===== config.mk =====
export PLATFORM = sky130hd
export DESIGN_NAME = decode_format_mux_q
export DESIGN_NICKNAME = d
export VERILOG_FILES = /design/src/rtl/decode_format_mux_q.sv
export SDC_FILE = /design/constraint.sdc
export NUM_CORES = 1
export LEC_CHECK = 0
export BUFFER_PORTS_ARGS = -buffer_cell sky130_fd_sc_hd__buf_2
export CORE_ASPECT_RATIO = 0.8
export CORE_MARGIN = 3
export CORE_UTILIZATION = 30
export DETAILED_ROUTE_END_ITERATION = 10
export HOLD_SLACK_MARGIN = 0.02
export MAX_ROUTING_LAYER = met4
export SYNTH_ARGS = -nofsm -noshare
export SYNTH_HDL_FRONTEND = slang
export SYNTH_SLANG_ARGS = --single-unit

===== constraint.sdc =====
create_clock -name clock_i -period 4.6 [get_ports clock_i]
set_clock_uncertainty 0.05 [all_clocks]
set_input_delay 0.46 -clock clock_i [delete_from_list [all_inputs] [get_ports clock_i]]
set_output_delay 0.46 -clock clock_i [all_outputs]
set_load 0.02 [all_outputs]

===== src/rtl/decode_format_mux_q.sv =====
`default_nettype none
// ============================================================================
// Module   : decode_format_mux_q
// Purpose  : Second-stage decode multiplexer with an output queue.
//            The lowest-index valid format-decoder channel wins each cycle.
//            The winner is tagged with its format code, instruction address
//            and opcode, then pushed into a DEPTH-entry FIFO. The FIFO drains
//            to the issue stage over a valid/ready handshake. ready_o gives
//            back-pressure to decode stage 1.
// Ports    : clock_i, reset_i (sync, active-high), flush_i
//            instructionAddress_i, opcode_i, chValid_i, chPayload_i,
//            chFormat_i                        -- upstream offer
//            ready_o                           -- queue not full
//            valid_o, ready_i, payload_o, format_o,
//            instructionAddress_o, opcode_o    -- head entry / issue handshake
//            count_o                           -- occupied entries
//            conflict_o                        -- sticky multi-valid flag
// Options  : DECODE_MUX_CONFLICT_EN -- when defined, conflict_o is set by a
//            push that has more than one channel valid. When undefined,
//            conflict_o is tied to 0.
// Revision : 1.0 - initial release
// ============================================================================
module decode_format_mux_q #(
  parameter int NUM_CH    = 6,
  parameter int PAYLOAD_W = 48,
  parameter int FMT_W     = 5,
  parameter int ADDR_W    = 64,
  parameter int OPC_W     = 6,
  parameter int DEPTH     = 4
) (
  input  logic                        clock_i,
  input  logic                        reset_i,
  input  logic                        flush_i,
  input  logic [ADDR_W-1:0]           instructionAddress_i,
  input  logic [OPC_W-1:0]            opcode_i,
  input  logic [NUM_CH-1:0]           chValid_i,
  input  logic [NUM_CH*PAYLOAD_W-1:0] chPayload_i,
  input  logic [NUM_CH*FMT_W-1:0]     chFormat_i,
  output logic                        ready_o,
  output logic                        valid_o,
  input  logic                        ready_i,
  output logic [PAYLOAD_W-1:0]        payload_o,
  output logic [FMT_W-1:0]            format_o,
  output logic [ADDR_W-1:0]           instructionAddress_o,
  output logic [OPC_W-1:0]            opcode_o,
  output logic [$clog2(DEPTH+1)-1:0]  count_o,
  output logic                        conflict_o
);

  localparam int PTR_W   = $clog2(DEPTH);
  localparam int CNT_W   = $clog2(DEPTH+1);
  localparam int ENTRY_W = PAYLOAD_W + FMT_W + ADDR_W + OPC_W;

  logic [PAYLOAD_W-1:0] w_sel_payload;
  logic [FMT_W-1:0]     w_sel_format;
  logic [ENTRY_W-1:0]   w_wr_entry;
  logic [ENTRY_W-1:0]   w_head;
  logic                 w_push;
  logic                 w_pop;

  logic [ENTRY_W-1:0]   r_mem [DEPTH];
  logic [PTR_W-1:0]     r_wr_ptr;
  logic [PTR_W-1:0]     r_rd_ptr;
  logic [CNT_W-1:0]     r_count;

  // Fixed-priority select. The loop scans downward, so the lowest valid
  // index is written last and wins.
  always_comb begin
    w_sel_payload = '0;
    w_sel_format  = '0;
    for (int k = NUM_CH - 1; k >= 0; k--) begin
      if (chValid_i[k]) begin
        w_sel_payload = chPayload_i[k*PAYLOAD_W +: PAYLOAD_W];
        w_sel_format  = chFormat_i[k*FMT_W +: FMT_W];
      end
    end
  end

  assign w_wr_entry = {w_sel_payload, w_sel_format, instructionAddress_i, opcode_i};

  // ready_o and valid_o depend only on the registered count. This keeps
  // ready_i off any path into ready_o.
  assign ready_o = (r_count != CNT_W'(DEPTH));
  assign valid_o = (r_count != '0);
  assign count_o = r_count;

  assign w_push = (|chValid_i) & ready_o & ~flush_i;
  assign w_pop  = valid_o & ready_i & ~flush_i;

  // Pointers and occupancy. DEPTH is a power of two, so the pointers wrap
  // naturally.
  always_ff @(posedge clock_i) begin
    if (reset_i || flush_i) begin
      r_wr_ptr <= '0;
      r_rd_ptr <= '0;
      r_count  <= '0;
    end else begin
      if (w_push) r_wr_ptr <= r_wr_ptr + PTR_W'(1);
      if (w_pop)  r_rd_ptr <= r_rd_ptr + PTR_W'(1);
      case ({w_push, w_pop})
        2'b10:   r_count <= r_count + CNT_W'(1);
        2'b01:   r_count <= r_count - CNT_W'(1);
        default: r_count <= r_count;
      endcase
    end
  end

  // Storage is cleared on reset so that the head fields read as zero after
  // reset. A flush leaves the contents in place; they are unreachable
  // because valid_o is low.
  always_ff @(posedge clock_i) begin
    if (reset_i) begin
      for (int i = 0; i < DEPTH; i++) begin
        r_mem[i] <= '0;
      end
    end else if (w_push) begin
      r_mem[r_wr_ptr] <= w_wr_entry;
    end
  end

  assign w_head               = r_mem[r_rd_ptr];
  assign payload_o            = w_head[ENTRY_W-1 -: PAYLOAD_W];
  assign format_o             = w_head[ADDR_W+OPC_W +: FMT_W];
  assign instructionAddress_o = w_head[OPC_W +: ADDR_W];
  assign opcode_o             = w_head[0 +: OPC_W];

`ifdef DECODE_MUX_CONFLICT_EN
  logic r_conflict;

  // Clearing the lowest set bit leaves a nonzero value only when two or more
  // channels are valid. Only reset clears the flag; flush does not.
  always_ff @(posedge clock_i) begin
    if (reset_i) begin
      r_conflict <= 1'b0;
    end else if (w_push && ((chValid_i & (chValid_i - NUM_CH'(1))) != '0)) begin
      r_conflict <= 1'b1;
    end
  end

  assign conflict_o = r_conflict;
`else
  assign conflict_o = 1'b0;
`endif

endmodule

`default_nettype wire


==> flow_summary.toml <==
[worst_setup_path]
crit_required_ps = 4090
arrival_ps = 2630
capture_point_of_the_worst_reg_to_reg_path = "r_mem[3][14]"
crit_path_max_fanout = 70
rr_worst_depth = 4
worstSetupStartpointType = "register"
worst_reg2reg_setup_slack_ps = 1590
type_of_the_worst_setup_path = "register to output pin"
critPathCaptureType = "output pin"
worstReg2RegStart = "count_o[0]"

[yosys]
main_area_contributors_after_synthesis = "sky130_fd_sc_hd__edfxtp_1 61%, sky130_fd_sc_hd__mux4_2 12%, sky130_fd_sc_hd__and2_1 5.5%, sky130_fd_sc_hd__nor2_1 3.4%, sky130_fd_sc_hd__nand2_1 2.5%"
synth_fp_nets = 2250
post_synth_instance_area_um2 = 24070
ys_warn_count = 0
yosys.cell_types.count = 40
asyncSetResetFlopFracSynth_pct = 0
netlist.area_leader.share_pct = 61.37
yosys.area.top_type = "sky130_fd_sc_hd__edfxtp_1"
synth.avg_cell_area_um2 = 13.01
synth.ff_latch_count = 501
ys_dominant_reg_cell = "sky130_fd_sc_hd__edfxtp_1"
post_synth_inst_count = 1850
synth_edf_count = 492
sequential_area_share_after_synthesis_pct = 62.12

[clocking]
cts_max_path_buffers = 3
post-cts-setup-buffer-count = 0
cts.root.buffer_cell = "sky130_fd_sc_hd__clkbuf_16"
cts_tree = "done"
clock_latency_ps = 590
clk_pin_slew_worst_paths_ps = 60
clock_sink_count = 501
cts-resized-gates = 0
cts-hold-fix-buffers = 0
cts_inserted_buffers = 54
h-tree-depth = 2

[timing]
finalWorstPathRequiredPeriod_ps = 3137
final_max_slew_viol_count = 0
grt_setup_unrepaired = "no"
finalSetupViolations = 0
worst_slew_pin_slew_ps = 1102
finalHoldViolCount = 0
tns_ps = 0
worst_slew_margin_rel_pct = 26.51
max_clock_freq_ghz = 0.3187
final_min_period_over_clock_period_pct = 68.21

[drt]
dr_vias = 16820
drt_iter0_drc = 1353
route.antenna.remaining_nets = 0
detail_route.wl_per_cell_um = 22.98
routed_wl_um = 78140
post-route-drc-count = 0
vias_per_inst = 4.946
detail_route.first_pass.iterations = 6

[grt]
grt_start_max_net_pins = 107
grt_util_all_layers_pct = 18.63
grt_pass1_wl_um = 112000
grt_overflow_total = 0
first_global_vias = 17490
initial_antenna_violation_count = 16

[hold_path]
timing.hold.worst.class = "input pin to register"
hold_path_depth = 2
min_delay_worst_endpoint = "r_mem[3][43]"
timing.hold.worst.start = "instructionAddress_i[37]"

[die]
die_h_um = 259.4
num_io_pins = 527
floorplan.initialDensity_pct = 30.40
core.rowCount = 92
core_area_um2 = 79200
die-area_um2 = 83700
die-width_um = 322.7

[outcome]
outcome = "finished clean"

[final_layout]
layout-drive-gt1-share_pct = 32.88
fill_cells = 7730
design.final.nets = 2706
ff_latch_area_um2 = 14960
multi_input_area_um2 = 8282
most_common_cell_after_layout_fill_and_taps_aside = "sky130_fd_sc_hd__buf_2"
area_growth_pct = 22.28
layout_common_cells = "522 x sky130_fd_sc_hd__buf_2, 492 x sky130_fd_sc_hd__edfxtp_1, 216 x sky130_fd_sc_hd__nor2_1, 210 x sky130_fd_sc_hd__and2_1, 160 x sky130_fd_sc_hd__nand2_1"

[place]
dp_hpwl_um = 52580
gp_routability_congestion = 0.9185
io_buffer_count = 525

[power]
power.leakage_nw = 11.72
power_density_nw_per_um2 = 365.2
ir_worst_vdd_mv = 0.2108
fin_total_pwr_w = 0.01075

[run]
maxCapViolations = 0
per-stage QoR:
stage / util, % / area, µm² / setup slack (ps) / hold WS (ps) / instances
finish: 37.17 / 29440 / 1463 / 122.3 / 3401
global route: 37.17 / 29430 / 1267 / 99.06 / 3400
CTS: 37.12 / 29400 / 1333 / 78.97 / 3385
detailed placement: 35.02 / 27740 / 848.0 / 486.6 / 3284
global placement: 35.02 / 27740 / 842.6 / 470.8 / 3284
floorplan: - / 24080 / 124.6 / 465.6 / 1850
worst max-delay path by stage:
stage / end / slack, ps / depth (start not counted)
6_report: payload_o[20] / 1460 / 3
3_5_place_dp: r_mem[3][18] / 850 / 6
2_1_floorplan: r_mem[0][0] / 120 / 5
5_1_grt: payload_o[20] / 1270 / 3
3_3_place_gp: r_mem[3][18] / 840 / 6
4_1_cts: instructionAddress_o[25] / 1330 / 3
power breakdown:
part / leakage, nW / switching, W / total, W / internal [W]
sequential: 5.21 / 0.0000635 / 0.00535 / 0.00529
combinational: 5.69 / 0.000817 / 0.00128 / 0.000463
clock: 0.812 / 0.00183 / 0.00412 / 0.00228
total: 11.7 / 0.00271 / 0.0107 / 0.00803
cells by family (layout without fill, tap and decap cells):
| kind of cell | Yosys count | count (layout) | synth area share, % |
|---|---|---|---|
| and+or+nand+nor | 780 | 780 | 16.75 |
| DFF | 501 | 501 | 62.12 |
| AOI/OAI and AO/OA | 225 | 225 | 5.655 |
| buffers and inverters | 214 | 715 | 3.675 |
| muxes | 123 | 123 | 11.51 |
| xor gates and xnor gates | 4 | 4 | 0.1456 |
| adders and majority gates | 2 | 2 | 0.1351 |
| other | 1 | 17 | 0.01558 |
layer usage:
layer / share of wire, % / track usage, %
met5: 0 / -
met4: 4.0 / 7.504
met3: 8.2 / 4.420
met2: 47 / 29.34
met1: 40 / 23.22
cell usage after synthesis (2+ instances only):
master and n:
sky130_fd_sc_hd__a211oi_1 2, sky130_fd_sc_hd__a21oi_1 58, sky130_fd_sc_hd__a221oi_1 52, sky130_fd_sc_hd__a31o_2 2, sky130_fd_sc_hd__and2_1 210, sky130_fd_sc_hd__and3_1 70
sky130_fd_sc_hd__buf_1 8, sky130_fd_sc_hd__buf_2 42, sky130_fd_sc_hd__clkbuf_1 90, sky130_fd_sc_hd__clkbuf_2 14, sky130_fd_sc_hd__dfxtp_1 9, sky130_fd_sc_hd__edfxtp_1 492
sky130_fd_sc_hd__inv_1 58, sky130_fd_sc_hd__mux4_2 123, sky130_fd_sc_hd__nand2_1 160, sky130_fd_sc_hd__nand2b_1 2, sky130_fd_sc_hd__nand3b_1 53, sky130_fd_sc_hd__nor2_1 218
sky130_fd_sc_hd__nor2b_1 53, sky130_fd_sc_hd__nor3_1 4, sky130_fd_sc_hd__nor3b_1 2, sky130_fd_sc_hd__nor3b_4 2, sky130_fd_sc_hd__o21ai_0 106, sky130_fd_sc_hd__or3_1 2
sky130_fd_sc_hd__xnor2_1 2, sky130_fd_sc_hd__xor2_1 2
flip-flops by register name (all words and copies together), names as in the netlist, named ones only:
name      cells
r_wr_ptr      2
r_mem       492
r_rd_ptr      2
count_o       3
critical path, cell delays in order, from the launching register on:
cell,delay (ps)
sky130_fd_sc_hd__dfxtp_4,600
sky130_fd_sc_hd__buf_12,490
sky130_fd_sc_hd__mux4_2,590
sky130_fd_sc_hd__buf_2,180
layout make-up:
cell class              instances  share of cell area, %
diodes                         16                 0.1360
clock buffers                  62                  4.693
clock inverters                39                 0.9479
well taps                    1034                  4.395
inverters                      58                 0.7396
multi-input cells            1135                  28.13
flip-flops and latches        501                  50.83
repair buffers                556                  10.12
(Power assumes the default switching activity.)
